**config.mk**
```make
export PLATFORM = sky130hd
export DESIGN_NAME = ex_mem_stage
export DESIGN_NICKNAME = d
export VERILOG_FILES = /design/src/rtl/ex_pkg.sv /design/src/rtl/ex_mem_stage_alu.sv /design/src/rtl/ex_mem_stage.sv
export SDC_FILE = /design/constraint.sdc
export NUM_CORES = 1
export LEC_CHECK = 0
export CAP_MARGIN = 25
export CORE_ASPECT_RATIO = 1.25
export CORE_MARGIN = 8
export CORE_UTILIZATION = 50
export CTS_BUF_LIST = sky130_fd_sc_hd__clkbuf_8
export CTS_CLUSTER_SIZE = 20
export DETAILED_ROUTE_END_ITERATION = 10
export PLACE_DENSITY = 0.85
export SLEW_MARGIN = 20
export SYNTH_ARGS = -nofsm -noshare
export SYNTH_HDL_FRONTEND = slang
export SYNTH_SLANG_ARGS = --single-unit
```
**constraint.sdc**
```tcl
create_clock -name clk -period 8.14 [get_ports clk]
set_clock_uncertainty 0.15 [all_clocks]
set_input_delay 0.814 -clock clk [delete_from_list [all_inputs] [get_ports clk]]
set_output_delay 0.814 -clock clk [all_outputs]
set_load 0.05 [all_outputs]
```
**src/rtl/ex_pkg.sv**
```systemverilog
// Shared definitions for the EX stage and EX/MEM pipeline register:
// ALUOp classes, R-type funct codes, internal ALU control codes,
// forwarding-select encoding, the control-bundle layout and small
// decode helpers used by ex_mem_stage and alu.
package ex_pkg;

  localparam int unsigned DATA_W  = 32;
  localparam int unsigned REG_W   = 5;
  localparam int unsigned FUNCT_W = 6;
  localparam int unsigned ALUOP_W = 2;

  // ALUOp classes produced by the main decoder
  localparam logic [ALUOP_W-1:0] ALUOP_ADD   = 2'b00;
  localparam logic [ALUOP_W-1:0] ALUOP_SUB   = 2'b01;
  localparam logic [ALUOP_W-1:0] ALUOP_RTYPE = 2'b10;
  localparam logic [ALUOP_W-1:0] ALUOP_OR    = 2'b11;

  // R-type funct field values
  localparam logic [FUNCT_W-1:0] FUNCT_ADD = 6'b100000;
  localparam logic [FUNCT_W-1:0] FUNCT_SUB = 6'b100010;
  localparam logic [FUNCT_W-1:0] FUNCT_AND = 6'b100100;
  localparam logic [FUNCT_W-1:0] FUNCT_OR  = 6'b100101;
  localparam logic [FUNCT_W-1:0] FUNCT_NOR = 6'b100111;
  localparam logic [FUNCT_W-1:0] FUNCT_SLT = 6'b101010;

  typedef enum logic [2:0] {
    ALU_ADD = 3'd0,
    ALU_SUB = 3'd1,
    ALU_AND = 3'd2,
    ALU_OR  = 3'd3,
    ALU_NOR = 3'd4,
    ALU_SLT = 3'd5
  } alu_ctrl_e;

  typedef enum logic [1:0] {
    FWD_REG   = 2'b00,
    FWD_MEMWB = 2'b01,
    FWD_EXMEM = 2'b10
  } fwd_sel_e;

  // Control bundle carried from ID/EX into EX/MEM
  typedef struct packed {
    logic reg_write;
    logic mem_to_reg;
    logic branch;
    logic mem_read;
    logic mem_write;
    logic jump;
  } ctrl_t;

  // Map an ALUOp class (and funct for R-type) onto an ALU operation;
  // unknown funct codes fall back to add.
  function automatic alu_ctrl_e alu_decode(input logic [ALUOP_W-1:0] op,
                                           input logic [FUNCT_W-1:0] funct);
    alu_ctrl_e ctrl;
    ctrl = ALU_ADD;
    unique case (op)
      ALUOP_ADD: ctrl = ALU_ADD;
      ALUOP_SUB: ctrl = ALU_SUB;
      ALUOP_OR:  ctrl = ALU_OR;
      default: begin
        unique case (funct)
          FUNCT_SUB: ctrl = ALU_SUB;
          FUNCT_AND: ctrl = ALU_AND;
          FUNCT_OR:  ctrl = ALU_OR;
          FUNCT_NOR: ctrl = ALU_NOR;
          FUNCT_SLT: ctrl = ALU_SLT;
          default:   ctrl = ALU_ADD;
        endcase
      end
    endcase
    return ctrl;
  endfunction

  // Forwarding priority: older EX/MEM result first, then MEM/WB; r0 never matches.
  function automatic fwd_sel_e fwd_select(input logic             exmem_we,
                                          input logic [REG_W-1:0] exmem_rd,
                                          input logic             memwb_we,
                                          input logic [REG_W-1:0] memwb_rd,
                                          input logic [REG_W-1:0] src);
    fwd_sel_e sel;
    sel = FWD_REG;
    if (exmem_we && (exmem_rd != '0) && (exmem_rd == src)) begin
      sel = FWD_EXMEM;
    end else if (memwb_we && (memwb_rd != '0) && (memwb_rd == src)) begin
      sel = FWD_MEMWB;
    end
    return sel;
  endfunction

endpackage

```
**src/rtl/ex_mem_stage_alu.sv**
```systemverilog
// alu: combinational 32-bit ALU with wrap-around arithmetic.
// Ports: a_i, b_i operands; ctrl_i operation select;
//        result_c result; zero_c asserted when result is zero.
module alu
  import ex_pkg::*;
(
  input  logic [DATA_W-1:0] a_i,
  input  logic [DATA_W-1:0] b_i,
  input  alu_ctrl_e         ctrl_i,
  output logic [DATA_W-1:0] result_c,
  output logic              zero_c
);

  always_comb begin
    result_c = '0;
    unique case (ctrl_i)
      ALU_ADD: result_c = a_i + b_i;
      ALU_SUB: result_c = a_i - b_i;
      ALU_AND: result_c = a_i & b_i;
      ALU_OR:  result_c = a_i | b_i;
      ALU_NOR: result_c = ~(a_i | b_i);
      ALU_SLT: result_c = ($signed(a_i) < $signed(b_i)) ? DATA_W'(1) : '0;
      default: result_c = a_i + b_i;
    endcase
  end

  assign zero_c = (result_c == '0);

endmodule

```
**src/rtl/ex_mem_stage.sv**
```systemverilog
// ex_mem_stage: execute stage plus EX/MEM pipeline register.
// Inputs: ID/EX control, operands, register numbers and funct; MEM/WB
//         forwarding source; EX_Flush squashes the control of the
//         instruction being captured; clk, rst (async, active-high).
// Outputs: registered control, branch/jump targets, ALU result, zero
//          flag, forwarded store data and destination register.
module ex_mem_stage
  import ex_pkg::*;
(
  input  logic               clk,
  input  logic               rst,
  input  logic               RegWrite_in,
  input  logic               MemtoReg_in,
  input  logic               Branch_in,
  input  logic               MemRead_in,
  input  logic               MemWrite_in,
  input  logic               Jump_in,
  input  logic               RegDst_in,
  input  logic               ALUSrc_in,
  input  logic [ALUOP_W-1:0] ALUOp_in,
  input  logic [DATA_W-1:0]  jump_addr_in,
  input  logic [DATA_W-1:0]  PC_plus4_in,
  input  logic [DATA_W-1:0]  reg_read_data_1_in,
  input  logic [DATA_W-1:0]  reg_read_data_2_in,
  input  logic [DATA_W-1:0]  immi_sign_extended_in,
  input  logic [REG_W-1:0]   IF_ID_RegisterRs_in,
  input  logic [REG_W-1:0]   IF_ID_RegisterRt_in,
  input  logic [REG_W-1:0]   IF_ID_RegisterRd_in,
  input  logic [FUNCT_W-1:0] IF_ID_funct_in,
  input  logic               MEM_WB_RegWrite,
  input  logic [REG_W-1:0]   MEM_WB_RegisterRd,
  input  logic [DATA_W-1:0]  MEM_WB_write_data,
  input  logic               EX_Flush,
  output logic               RegWrite_out,
  output logic               MemtoReg_out,
  output logic               Branch_out,
  output logic               MemRead_out,
  output logic               MemWrite_out,
  output logic               Jump_out,
  output logic [DATA_W-1:0]  branch_addr_out,
  output logic [DATA_W-1:0]  jump_addr_out,
  output logic [DATA_W-1:0]  ALU_result_out,
  output logic [DATA_W-1:0]  write_data_out,
  output logic               zero_out,
  output logic [REG_W-1:0]   write_reg_out
);

  ctrl_t              ctrl_in;
  ctrl_t              ctrl_d, ctrl_q;
  logic [DATA_W-1:0]  branch_d, branch_q;
  logic [DATA_W-1:0]  jump_d, jump_q;
  logic [DATA_W-1:0]  alu_res_d, alu_res_q;
  logic [DATA_W-1:0]  wdata_d, wdata_q;
  logic               zero_d, zero_q;
  logic [REG_W-1:0]   wreg_d, wreg_q;

  fwd_sel_e           fwd_a_sel, fwd_b_sel;
  logic [DATA_W-1:0]  fwd_a, fwd_b, alu_b;
  alu_ctrl_e          alu_ctrl;
  logic [DATA_W-1:0]  alu_res;
  logic               alu_zero;

  assign ctrl_in = {RegWrite_in, MemtoReg_in, Branch_in, MemRead_in, MemWrite_in, Jump_in};

  // Forwarding selects compare against the registered (older) EX/MEM contents
  assign fwd_a_sel = fwd_select(ctrl_q.reg_write, wreg_q, MEM_WB_RegWrite,
                                MEM_WB_RegisterRd, IF_ID_RegisterRs_in);
  assign fwd_b_sel = fwd_select(ctrl_q.reg_write, wreg_q, MEM_WB_RegWrite,
                                MEM_WB_RegisterRd, IF_ID_RegisterRt_in);

  // Operand muxes
  always_comb begin
    fwd_a = reg_read_data_1_in;
    fwd_b = reg_read_data_2_in;
    unique case (fwd_a_sel)
      FWD_EXMEM: fwd_a = alu_res_q;
      FWD_MEMWB: fwd_a = MEM_WB_write_data;
      default:   fwd_a = reg_read_data_1_in;
    endcase
    unique case (fwd_b_sel)
      FWD_EXMEM: fwd_b = alu_res_q;
      FWD_MEMWB: fwd_b = MEM_WB_write_data;
      default:   fwd_b = reg_read_data_2_in;
    endcase
  end

  assign alu_b    = ALUSrc_in ? immi_sign_extended_in : fwd_b;
  assign alu_ctrl = alu_decode(ALUOp_in, IF_ID_funct_in);

  alu u_alu (
    .a_i      (fwd_a),
    .b_i      (alu_b),
    .ctrl_i   (alu_ctrl),
    .result_c (alu_res),
    .zero_c   (alu_zero)
  );

  // Next-state for the EX/MEM register; flush only clears control
  always_comb begin
    ctrl_d    = EX_Flush ? '0 : ctrl_in;
    branch_d  = PC_plus4_in + {immi_sign_extended_in[DATA_W-3:0], 2'b00};
    jump_d    = jump_addr_in;
    alu_res_d = alu_res;
    wdata_d   = fwd_b;
    zero_d    = alu_zero;
    wreg_d    = RegDst_in ? IF_ID_RegisterRd_in : IF_ID_RegisterRt_in;
  end

  always_ff @(posedge clk or posedge rst) begin
    if (rst) begin
      ctrl_q    <= '0;
      branch_q  <= '0;
      jump_q    <= '0;
      alu_res_q <= '0;
      wdata_q   <= '0;
      zero_q    <= 1'b0;
      wreg_q    <= '0;
    end else begin
      ctrl_q    <= ctrl_d;
      branch_q  <= branch_d;
      jump_q    <= jump_d;
      alu_res_q <= alu_res_d;
      wdata_q   <= wdata_d;
      zero_q    <= zero_d;
      wreg_q    <= wreg_d;
    end
  end

  assign RegWrite_out    = ctrl_q.reg_write;
  assign MemtoReg_out    = ctrl_q.mem_to_reg;
  assign Branch_out      = ctrl_q.branch;
  assign MemRead_out     = ctrl_q.mem_read;
  assign MemWrite_out    = ctrl_q.mem_write;
  assign Jump_out        = ctrl_q.jump;
  assign branch_addr_out = branch_q;
  assign jump_addr_out   = jump_q;
  assign ALU_result_out  = alu_res_q;
  assign write_data_out  = wdata_q;
  assign zero_out        = zero_q;
  assign write_reg_out   = wreg_q;

endmodule

```
# Word-level counts from Yosys, hierarchy flattened
# Index checks and enable logic that the tools add are counted.
[op_classes] add_sub_neg=3 n_lt_le_gt_ge=1 eq_ne=20 muxes=13 n_bitwise=3 n_reduce_logical=10
[op_table] operator="one-hot mux 32 bit (5 select lines)" count=1
[op_table] operator="one-hot mux 32 bit (2 select lines)" count=2
[op_table] operator="adder 32 bit" count=2
[op_table] operator="AND 32 bit" count=1
[op_table] operator="zero test 32 bit" count=1
[op_table] operator="less-than comparator 32 bit" count=1
[op_table] operator="two-way mux 32 bit" count=1
[op_table] operator="inverter 32 bit" count=1
[op_table] operator="OR 32 bit" count=1
[op_table] operator="subtractor 32 bit" count=1
[op_table] operator="== test 6 bit, second input constant" count=5
[op_table] operator="== test 5 bit" count=4
[op_table] operator="one-hot mux 3 bit (5 select lines)" count=1
[op_table] operator="nonzero test 5 bit" count=2
[op_table] operator="one-hot mux 3 bit (3 select lines)" count=1
[op_table] operator="== test 2 x 1 -> 1 bit, second input constant" count=3
[op_table] operator="== test 2 bit, second input constant" count=3
[op_table] operator="== test 3 x 2 -> 1 bit, second input constant" count=2
[op_table] operator="== test 3 bit, second input constant" count=2
[op_table] operator="logical AND 1 bit" count=6
[op_table] operator="two-way mux 6 bit" count=1
[op_table] operator="two-way mux 5 bit" count=1
[op_table] operator="two-way mux 2 bit" count=2
[op_table] operator="== test 3 x 1 -> 1 bit, second input constant" count=1
[op_table] operator="other kinds (2)" count=4
[totals] reg_bits=140 in_bits=232 output_inout_bits=140 elab_cells=62

# Depth between registers and ports, before layout
# Gate-level depths: netlist (run 1).
[logic_depth] ltp_word=12 depth_mapped=25 depth_no_buf=22

# Modules after synthesis
# From an unflattened synthesis (run 1), not the netlist that was laid out.
[hier_totals] cells_unflattened=1546 hier_area_um2=13120.1
[by_module_without_submodules] mod="ex_mem_stage" instances=1 cells_each=673 area_per_inst_um2=7279.5 seq_area_each_um2=3503.4
[by_module_without_submodules] mod="alu" instances=1 cells_each=873 area_per_inst_um2=5840.6 seq_area_each_um2=0.0

# Least setup slack after synthesis (run 1)
# No wires, ideal clock.
[synth_timing] path_kind="in2reg" start="in MEM_WB_RegisterRd[0]" end="reg zero_q (netlist: zero_out)" setup_ps=96 arrival_time_ps=6684 required_time_ps=7894 path_slack_ps=1211 path_stages=23 n_path_buf=2 path_cell_list="buf_2 > xnor2_1 > nand4_1 > nor2_1 > clkbuf_1 > mux2i_1 > o21ai_0 > mux2i_1 > ha_1 > nor2_1 > o21ai_0 > or2_2 > nand4_2 > xnor2_1 > o22ai_1 > a211o_1 > or4_1 > or4b_1 > or4_1 > or4_1 > nor4_1 > nand4b_1 > nor4_2"
[synth_between] word_cells_on_any_way=26 classes_between="add/sub: 2; order compare: 1; eq/ne: 6; mux: 9; bitwise: 3; reduce/logical: 5"
[synth_lines] item="start, declared" line_no="ex_mem_stage.sv:31" source="input logic [REG_W-1:0] MEM_WB_RegisterRd,"
[synth_lines] item="nonzero test 5 bit" line_no="ex_pkg.sv:85" source="end else if (memwb_we && (memwb_rd != '0) && (memwb_rd == src)) begin"
[synth_lines] item="logical AND 1 bit" line_no="ex_pkg.sv:85"
[synth_lines] item="logical AND 1 bit (*)" line_no="ex_pkg.sv:85"
[synth_lines] item="two-way mux 1 bit (*)" line_no="ex_pkg.sv:85"
[synth_lines] item="two-way mux 2 bit (*)" line_no="ex_pkg.sv:83" source="if (exmem_we && (exmem_rd != '0) && (exmem_rd == src)) begin"
[synth_lines] item="== test 2 x 1 -> 1 bit or == test 2 bit (tied branches)" line_no="ex_mem_stage.sv:80" source="unique case (fwd_b_sel)"
[synth_lines] item="one-hot mux 32 bit (2 select lines) (*)" line_no="ex_mem_stage.sv:80"
[synth_lines] item="named net fwd_b[1]" line_no="ex_mem_stage.sv:58" source="logic [DATA_W-1:0] fwd_a, fwd_b, alu_b;"
[synth_lines] item="two-way mux 32 bit (*)" line_no="ex_mem_stage.sv:87" source="assign alu_b = ALUSrc_in ? immi_sign_extended_in : fwd_b;"
[synth_lines] item="adder 32 bit or subtractor 32 bit (tied branches)" line_no="ex_mem_stage_alu.sv:17, ex_mem_stage_alu.sv:23, ex_mem_stage_alu.sv:18"
[synth_lines] item="one-hot mux 32 bit (5 select lines) (*)" line_no="ex_mem_stage_alu.sv:16" source="unique case (ctrl_i)"
[synth_lines] item="named net alu_res[5]" line_no="ex_mem_stage.sv:60" source="logic [DATA_W-1:0] alu_res;"
[synth_lines] item="zero test 32 bit (*)" line_no="ex_mem_stage_alu.sv:27" source="assign zero_c = (result_c == '0);"
[synth_lines] item="named net alu_zero" line_no="ex_mem_stage.sv:61" source="logic alu_zero;"
[synth_lines] item="end signal, assigned" line_no="ex_mem_stage.sv:124" source="zero_q <= zero_d;"
[synth_lines] item="end, declared" line_no="ex_mem_stage.sv:54" source="logic zero_d, zero_q;"
# The timed path passes the listed nets; every way through them passes the cells marked *.

# Worst setup path after layout (run 1)
# Ends and elaborated chain as after synthesis.

==> results of run 1 <==
per-stage QoR:
stage	power [mW]	setup slack, ns	std cells
after floorplan	1.79	1.21	1528
after global placement	2.36	0.778	2186
after detailed placement	2.38	0.641	2186
after CTS	3.00	1.16	2218
after global routing	3.14	0.738	2222
final	3.02	1.11	2224
layer usage:
| layer | share of wire | up-vias | wire length (um) | GRT usage |
|---|---|---|---|---|
| met1 | 0.38 | 6655 | 21600 | 0.442 |
| met5 | 0 | - | 0 | 0 |
| met4 | 0.046 | 0 | 2620 | 0.181 |
| met2 | 0.48 | 832 | 27300 | 0.609 |
| li1 | - | 6237 | - | - |
| met3 | 0.099 | 170 | 5660 | 0.0731 |
sequential cells by signal, summed over array words and instances (netlist names):
name	count
ALU_result_out	32
branch_addr_out	32
jump_addr_out	32
write_data_out	32
write_reg_out	5
Branch_out	1
Jump_out	1
MemRead_out	1
MemWrite_out	1
MemtoReg_out	1
RegWrite_out	1
zero_out	1
cell usage in the layout (no fill, tap or decap), types with 12 or more instances in the layout:
master                            count
sky130_fd_sc_hd__a21oi_1            141
sky130_fd_sc_hd__o21a_1              13
sky130_fd_sc_hd__inv_1              110
sky130_fd_sc_hd__o21ai_0            122
sky130_fd_sc_hd__xor2_1              14
sky130_fd_sc_hd__nand2_1            131
sky130_fd_sc_hd__nand3_1             21
sky130_fd_sc_hd__o31a_1              12
sky130_fd_sc_hd__o211ai_1            15
sky130_fd_sc_hd__clkdlybuf4s50_1    371
sky130_fd_sc_hd__nor2_1             107
sky130_fd_sc_hd__ha_1               115
sky130_fd_sc_hd__mux2i_1             86
sky130_fd_sc_hd__buf_4               20
sky130_fd_sc_hd__nand2b_1            13
sky130_fd_sc_hd__dfrtp_1            140
sky130_fd_sc_hd__xnor2_1             42
sky130_fd_sc_hd__a21o_1              23
sky130_fd_sc_hd__nor3_1              41
sky130_fd_sc_hd__nor2b_1             15
sky130_fd_sc_hd__a31oi_1             13
sky130_fd_sc_hd__or3_1               18
sky130_fd_sc_hd__o22ai_1             20
sky130_fd_sc_hd__a211oi_1            12
sky130_fd_sc_hd__clkbuf_8            17
tightest hold or removal path: cells and delay by family, from the launching register on:
kind	cells	cell delay (ns)
flops	1	0.37
compound gates	1	0.10
simple gates	1	0.05
final timing paths:
check,startpoint,end,slack (ns),cells after the start
setup / recovery,MEM_WB_RegisterRd[0],zero_out,1.11,22
max in group asynchronous,rst,ALU_result_out[4],5.76,3
hold reg to reg,ALU_result_out[12],write_data_out[12],0.42,2
hold / removal,ALU_result_out[12],write_data_out[12],0.42,2
setup reg to reg,write_reg_out[1],zero_out,1.54,21
min in group asynchronous,rst,jump_addr_out[5],0.68,2
area by class of cell:
type	count	share of cell area
Multi-Input combinational cell	1210	0.494
Sequential cell	140	0.205
Timing Repair Buffer	391	0.226
Antenna cell	6	0.000879
Inverter	110	0.0245
Clock inverter	15	0.0109
Tap cell	335	0.0245
Clock buffer	17	0.0137
power by group:
part	total, mW	internal (mW)	leakage [nW]	switching (mW)
Clock	0.618	0.308	0.211	0.310
Combinational	1.54	0.556	5.26	0.980
Sequential	0.864	0.788	1.65	0.0766
Total	3.02	1.65	7.13	1.37
logic make-up (layout without fill, tap and decap cells):
group / Yosys count / count (layout)
AOI/OAI and AO/OA: 519 / 519
xor gates and xnor gates: 56 / 56
adders and majority gates: 118 / 118
buffers and inverters: 178 / 533
DFF: 140 / 140
muxes: 93 / 93
other: 0 / 6
and+or+nand+nor: 424 / 424
==> results.md, run 1 <==
- The wire-length estimate of the detail-placed layout is 46.3 mm.
- The final routed wire length divided by cell count is around 26 um.
- The deepest clock path buffer count is 2.
- In the post-synthesis netlist, the cell with the most instances is sky130_fd_sc_hd__a21oi_1.
- The via count of the first global-routing pass is about 14,000.
- The global-route wire length before repair is 83.3 mm.
- The worst hold margin is between 0.4 and 0.5 ns.
- The critical path's slowest cell is sky130_fd_sc_hd__clkdlybuf4s50_1.
- The minimum clock period after layout is approximately 7.0 ns.
- Setup violations remaining at the end of the flow were counted as 0.
- The top fanout value on the critical path is 5.
- Setup repair after global routing left no endpoint under its margin.
- The area of combinational cells with multiple inputs is around 8400 um2.
- Based on the critical path, the design can be clocked at up to ~0.14 GHz.
- In the final layout, the share of cells above drive strength 1 is 0.0531.
- For this run, the number of Yosys warnings is 0.
- The first routing iteration left about 1,200 violations.
- The final global-route overflow total is 0.
- The total routed wirelength is around 57 mm.
- By area the synthesized netlist is led by sky130_fd_sc_hd__dfrtp_1 (28%), sky130_fd_sc_hd__ha_1 (11%), sky130_fd_sc_hd__mux2i_1 (6.9%).
- The main combinational cell family by area after synthesis is compound AO/OA/AOI/OAI gates.
- The parity-gate share of the synthesized area counting xor and xnor cells is 0.0391.
- The effective utilization at floorplan is 0.503.
- The final route contains 13,900 vias.
- The area share of the largest cell type after synthesis is 0.279.
- The kind of cell with the highest combined delay along the critical path is simple AND/OR/NAND/NOR gates.
- After synthesis the cells add up to ~13,000 um2.
- The cell repeated most along the worst path is sky130_fd_sc_hd__or4_1.
- The placeable core region is about 25,000 um2.
- The final worst-path cycle share is 0.864.
- By count the netlist is led by sky130_fd_sc_hd__a21oi_1 (141), sky130_fd_sc_hd__dfrtp_1 (140), sky130_fd_sc_hd__nand2_1 (131), sky130_fd_sc_hd__o21ai_0 (122), sky130_fd_sc_hd__ha_1 (115).
- The area growth from synthesis to layout is 36.0%.
- The detail-routed via count per cell is around 6.2.
- The share of synthesized registers carrying an async set or reset is 1.00.
- Across every metal layer, demand over resource in global routing totals 0.365.
- Entering global routing, the biggest net connects roughly 70 pins.
- In the final timing run, aggregate negative setup slack is 0 ns.
- The library cell with the largest summed area after synthesis is sky130_fd_sc_hd__dfrtp_1.
- The total of buffers placed on input and output ports is between 300 and 400.
- The final design instance area without fill is 17,100 um2.
- The die footprint is about 30,000 um2.
- After synthesis, the mean cell area works out to around 8.2 um2.
- The floorplan row count is between 60 and 70.
- The share of the yosys chip area belonging to registers is 0.279.
- The buffer cell driving the clock tree root is sky130_fd_sc_hd__clkbuf_8.
- For the pin with the worst max-slew slack, the measured transition is approximately 1.2 ns.
- The total power per unit cell area is between 150 and 200 nW/um2.
- The die height is around 190 um.
- Routability-driven placement finished with a final weighted congestion of about 1.0.
- The final layout contains ~2,200 nets.
- The flip-flop and latch count after synthesis is 140.
- The critical path contains buffers and inverters numbering 2 combined.
- The clock latency reported for the late side of the worst-skew pair is 0.50 ns.
- The tool flagged a number of max-cap violations equal to 0.
- Once layout is complete, the utilization of the core stands at 0.684.
- The portion of synthesized area spent on multiplexers is 0.0749.
- The worst setup path is launched from an input port.
- The category of the worst setup path capture point is a flop.
- Once the clock tree was built, the resizer swapped 0 gates to a different size.
- The compound-cell area share of the yosys netlist was 0.272.
- The clock sink count is 140.
- The number of synthesized flops with an enable pin is 0.
- At the worst endpoint, the required time is between 8 and 9 ns.
- The final-report hold violation count was 0.
- The total number of H-tree levels is 4.
- The number of pins exceeding their max-slew limit in the final report was 0.
- Buffers inserted to repair hold after CTS numbered 0.
- The post-synthesis net count is between 1,500 and 2,000.
- The number of detailed-routing iterations run before antenna repair is 5.
- The area share of and/or/nand/nor cells after synthesis is 0.162.
- Synthesis produced 1,528 cells.
- The overall die width is 158 um.
- The flow ran to the end, and the final reports show no timing, DRC or antenna violations.
- The total clock buffers created by CTS is 17.
- Counting the fill cells in the layout gives a little over 2,000.
- The placed instances occupy a cell area of around 17,000 um2.
- The number of primary I/O pins is ~370.
- The worst slew margin relative to its limit is 0.232.
- The most used flip-flop cell after synthesis is sky130_fd_sc_hd__dfrtp_1.
- Of the total synthesized cell area, the portion taken by full adders, half adders and majority gates is 0.119.
- The number of design rule violations left after detail routing is 0.
- The worst stage delay on the critical path is approximately 0.58 ns.
- Buffers added to address setup during post-CTS repair amount to 0.
- The detail route stage leaves a number of antenna-violating nets equal to 0.
- The synthesized netlist contains 85 unique library cells.
- The clock tree from TritonCTS is yes.
- VDD sags by at most 0.106 mV.
- The initial antenna violation count is 6.
- The signal on the critical path passes through clkdlybuf4s50_1, xnor2_1, nand4_1, nor2_4, mux2i_1, o21ai_0, mux2i_1, inv_1, ha_1, o21ai_0, or2_2, nand4_2, o21ai_1, a22o_1, a221oi_1, or4_1, or4b_1, or4_1, or4_1, nor4_1, nand4b_1, nor4_2.
- By startpoint and endpoint, the worst setup path is classified as input port to flop.
- Across the whole layout, storage elements account for 3500 um2.
- The class of the tightest hold or removal check is flop to flop.
- For the worst setup path, the data arrival time is between 7 and 8 ns.
- The clock transition time at the flip-flop clock pins of the worst setup and hold paths is 0.10 ns.
- The leakage power total is about 7.1 nW.
Power figures use the tool's default switching activity.
==> run 2, diff against run 1 <==
--- a/config.mk
+++ b/config.mk
@@ -13,6 +13,7 @@
 export CTS_CLUSTER_SIZE = 20
 export DETAILED_ROUTE_END_ITERATION = 10
 export PLACE_DENSITY = 0.85
+export SKIP_CTS_REPAIR_TIMING = 1
 export SLEW_MARGIN = 20
 export SYNTH_ARGS = -nofsm -noshare
 export SYNTH_HDL_FRONTEND = slang
==> results of run 2 <==
No change in the layout: final DEF, timing and power equal those of run 1.
==> run 3, diff against run 2 <==
--- a/config.mk
+++ b/config.mk
@@ -12,9 +12,10 @@
 export CTS_BUF_LIST = sky130_fd_sc_hd__clkbuf_8
 export CTS_CLUSTER_SIZE = 20
 export DETAILED_ROUTE_END_ITERATION = 10
-export PLACE_DENSITY = 0.85
+export PLACE_DENSITY = 0.84
 export SKIP_CTS_REPAIR_TIMING = 1
 export SLEW_MARGIN = 20
 export SYNTH_ARGS = -nofsm -noshare
 export SYNTH_HDL_FRONTEND = slang
+export SYNTH_HIERARCHICAL = 1
 export SYNTH_SLANG_ARGS = --single-unit
==> run 3 against run 2 <==
  * Via count down 1.0%
  * Largest cell class unchanged
  * Synthesized cell count rose by 1.2%
  * Combinational power is essentially flat
  * Count of clock-buffer cells in the layout grew 2
  * Worst hold slack gained 0.024 ns
  * Flip-flop and latch count unchanged
  * Setup slack worse by 0.33 ns
==> results.md, run 3 <==
- Status: complete, no violations (unchanged).
- The buffer cell driving the clock tree root is sky130_fd_sc_hd__clkbuf_8 (unchanged).
- The deepest clock path buffer count is 2 (unchanged).
- The maximum number of pins on one net before global-route repair is 76 (was 72).
- The clock latency reported for the late side of the worst-skew pair is 0.49 ns (was 0.50 ns).
- The via count of the first global-routing pass is 13,600 (about the same).
- The antenna diode count is 0 (was 6).
- The transition time at the pin with the least slew margin is 1.05 ns (was 1.15 ns).
- The total routed wirelength is 56.3 mm (was 57.2 mm).
- The combinational fraction of design power is 0.504 (was 0.509).
- The number of pins exceeding their max-slew limit in the final report is 0 (unchanged).
- The worst slew margin relative to its limit is 0.294 (was 0.232).
- The detail-routed via count per cell is 6.15 (was 6.25).
- The critical path launch point type is an input port (unchanged).
- The floorplan row count came to 66 (was 65).
- The data required time of the critical path was 8.42 ns (was 8.40 ns).
- The post-synthesis net count was 1,906 (was 1,878).
- The initial antenna violation count is 0 (was 6).
- The switching power of the nets is 1.40 mW (was 1.37 mW).
- The maximum achievable frequency came to 0.136 GHz (was 0.142 GHz).
- The die height is 197 um (was 193 um).
- The starting DRC count in detailed routing is 1,112 (was 1,183).
- The gate count of the mapped netlist is 1,546 (was 1,528).
- The sequential share of power came to 0.277 (was 0.286).
- The most common cell after layout, fill and taps aside is sky130_fd_sc_hd__clkdlybuf4s50_1 (unchanged).
- The synthesized area per cell is 8.49 um2 (was 8.21 um2).
- The total of buffers placed on input and output ports is 371 (unchanged).
- The area of the mapped netlist came to 13,100 um2 (was 12,600 um2).
- The top fanout value on the critical path is 8 (was 5).
- The flip-flop and latch count after synthesis came to 140 (unchanged).
- The final global-route overflow total is 0 (unchanged).
- The die footprint is 31,700 um2 (was 30,500 um2).
- The most used flip-flop cell after synthesis is sky130_fd_sc_hd__dfrtp_1 (unchanged).
- The number of antenna-violating nets in the routed design is 0 (unchanged).
- The share of the yosys chip area belonging to registers is 0.267 (was 0.279).
- The clock sink count is 140 (unchanged).
- The total number of H-tree levels is 4 (unchanged).
- The final-report hold violation count is 0 (unchanged).
- The global-route wire length before repair is 84.3 mm (was 83.3 mm).
- The clock transition time at the flip-flop clock pins of the worst setup and hold paths is 0.10 ns (about the same).
- The number of design rule violations left after detail routing is 0 (unchanged).
- The total number of nets in the final design is 2,243 (was 2,220).
- Area contributors post-synth: sky130_fd_sc_hd__dfrtp_1 (27%), sky130_fd_sc_hd__ha_1 (12%), sky130_fd_sc_hd__mux2i_1 (5.9%) (was sky130_fd_sc_hd__dfrtp_1 (28%), sky130_fd_sc_hd__ha_1 (11%), sky130_fd_sc_hd__mux2i_1 (6.9%)).
- The layout-stage area growth over the synthesis result is 33.2% (was 36.0%).
- The overall die width is 161 um (was 158 um).
- The count of distinct cell types in the synthesized netlist is 104 (was 85).
- Leading cell types in the layout, fill and taps excluded: sky130_fd_sc_hd__clkdlybuf4s50_1 (371), sky130_fd_sc_hd__dfrtp_1 (140), sky130_fd_sc_hd__nand2_1 (140) (was sky130_fd_sc_hd__clkdlybuf4s50_1 (371), sky130_fd_sc_hd__a21oi_1 (141), sky130_fd_sc_hd__dfrtp_1 (140)).
- The max capacitance violation total is 0 (unchanged).
- The final number of setup-violating endpoints came to 0 (unchanged).
- The part of the power in the clock network came to 0.219 (was 0.205).
- The count of synthesis-stage warnings from yosys was 6 (was 0).
- The clock tree from TritonCTS is yes (unchanged).
- The overall fraction of global-route tracks in use is 0.343 (was 0.365).
- The number of primary I/O pins is 372 (unchanged).
- The leakage power total was 7.36 nW (was 7.13 nW).
- The minimum clock period after layout was 7.36 ns (was 7.03 ns).
- The class of the most critical setup path is input port to flop (unchanged).
- The post-layout utilization of the core came to 0.674 (was 0.684).
- The class of the tightest hold or removal check is flop to flop (unchanged).
- The fraction of power spent switching nets came to 0.448 (was 0.453).
- The endpoint arrival time on the critical path is 7.64 ns (was 7.29 ns).
- The detailed-placement wirelength estimate is 44.9 mm (was 46.3 mm).
- The total clock buffers created by CTS was 17 (unchanged).
- The library cell with the largest summed area after synthesis is sky130_fd_sc_hd__dfrtp_1 (unchanged).
- RSZ-0062 raised after global routing: false (unchanged).
- The area share of the largest cell type after synthesis is 0.267 (was 0.279).
- The number of detailed-routing iterations run before antenna repair was 6 (was 5).
- The maximum resistive drop on vdd is 0.104 mV (was 0.106 mV).
- The placeable core region is 25,900 um2 (was 25,000 um2).
- The number of synthesized flops with an enable pin was 0 (unchanged).
- The final worst-path cycle share is 0.904 (was 0.864).
- The total vias in the final route is 13,800 (was 13,900).
- The routability congestion estimate from global placement is 1.01 (about the same).
- The fraction of final layout cells with drive strength greater than 1 came to 0.0854 (was 0.0531).
- Most frequent cells after synthesis: sky130_fd_sc_hd__dfrtp_1 (140), sky130_fd_sc_hd__nand2_1 (140), sky130_fd_sc_hd__inv_1 (131), sky130_fd_sc_hd__ha_1 (125), sky130_fd_sc_hd__a21oi_1 (123) (was sky130_fd_sc_hd__a21oi_1 (141), sky130_fd_sc_hd__dfrtp_1 (140), sky130_fd_sc_hd__nand2_1 (131), sky130_fd_sc_hd__o21ai_0 (122), sky130_fd_sc_hd__ha_1 (115)).
- The internal power of the cells was 1.72 mW (was 1.65 mW).
- The final-layout setup total negative slack is 0 ns (unchanged).
- The total power per unit cell area is 178 nW/um2 (was 177 nW/um2).
- The effective utilization at floorplan is 0.506 (was 0.503).
- The final routed wire length divided by cell count is 25.2 um (was 25.7 um).
- The category of the worst setup path capture point is a flop (unchanged).
- The share of synthesized registers carrying an async set or reset is 1.00 (unchanged).
[run 3: changes by cell type after synthesis, sizes merged, moves of 17 or more]
cell and delta:
inv +21, a21oi -17, nor3 -19, o21ai -19, mux2 +34
[run 3: cell type report]
cell class                      instances  area, um2
Fill cell                            2162       8460
Timing Repair Buffer                  395       3900
Clock inverter                         13        204
Inverter                              131        497
Clock buffer                           19        262
Tap cell                              340        425
Multi-Input combinational cell       1198       8680
Sequential cell                       140       3500
[run 3: worst paths after layout]
check / slack, ns / endpoint / start / cells past startpoint
setup / recovery: 0.78 / zero_out / MEM_WB_RegisterRd[0] / 18
setup reg to reg: 1.37 / zero_out / write_reg_out[0] / 17
min in group asynchronous: 0.70 / branch_addr_out[4] / rst / 2
hold reg to reg: 0.45 / write_data_out[1] / ALU_result_out[1] / 2
hold / removal: 0.45 / write_data_out[1] / ALU_result_out[1] / 2
max in group asynchronous: 5.74 / branch_addr_out[25] / rst / 3
[run 3: power groups by stage]
stage	Combinational [mW]	Clock, mW	Sequential (mW)
after floorplan	0.654	0	1.18
after global placement	1.54	0	0.872
after detailed placement	1.55	0	0.874
after CTS	1.55	0.687	0.861
after global routing	1.66	0.716	0.870
final	1.57	0.682	0.863
[run 3: kinds of logic after synthesis]
kind of cell | share of synthesized area
simple gates | 0.163
compound gates | 0.246
mux | 0.0939
xor+xnor | 0.0314
fa+ha+maj | 0.124
flops | 0.267
buf+inv | 0.0747
[run 3: metal layers]
layer	up-vias	routed length [um]	track usage
met3	123	4740	0.0715
met5	-	0	0
met4	0	1660	0.107
met1	6670	21700	0.412
li1	6259	-	-
met2	703	28200	0.604
[run 3: critical path, cell delays in order]
cell and delay [ns]:
sky130_fd_sc_hd__clkdlybuf4s50_1 0.57, sky130_fd_sc_hd__xnor2_1 0.15, sky130_fd_sc_hd__nand3_1 0.16, sky130_fd_sc_hd__nor4_4 0.93, sky130_fd_sc_hd__mux2i_1 0.17, sky130_fd_sc_hd__o21ai_0 0.75
sky130_fd_sc_hd__inv_1 0.11, sky130_fd_sc_hd__ha_1 0.35, sky130_fd_sc_hd__o21bai_1 0.24, sky130_fd_sc_hd__nand3_1 0.22, sky130_fd_sc_hd__a2111oi_2 0.66, sky130_fd_sc_hd__nor2_1 0.17
sky130_fd_sc_hd__a221o_1 0.37, sky130_fd_sc_hd__a221o_2 0.38, sky130_fd_sc_hd__or4_1 0.52, sky130_fd_sc_hd__or4_1 0.46, sky130_fd_sc_hd__nor4_1 0.36, sky130_fd_sc_hd__and4b_1 0.24
[run 3: through the flow]
step	std cells	worst slack (ns)	hold WS (ns)	power [mW]	instance area, um2
2_1_floorplan	1546	2.17	0.624	1.84	13100
5_1_grt	2236	0.443	0.451	3.25	17500
6_report	2236	0.780	0.446	3.12	17500
4_1_cts	2235	0.950	0.431	3.10	17500
3_5_place_dp	2203	0.476	0.410	2.42	17000
3_3_place_gp	2203	0.631	0.395	2.41	17000
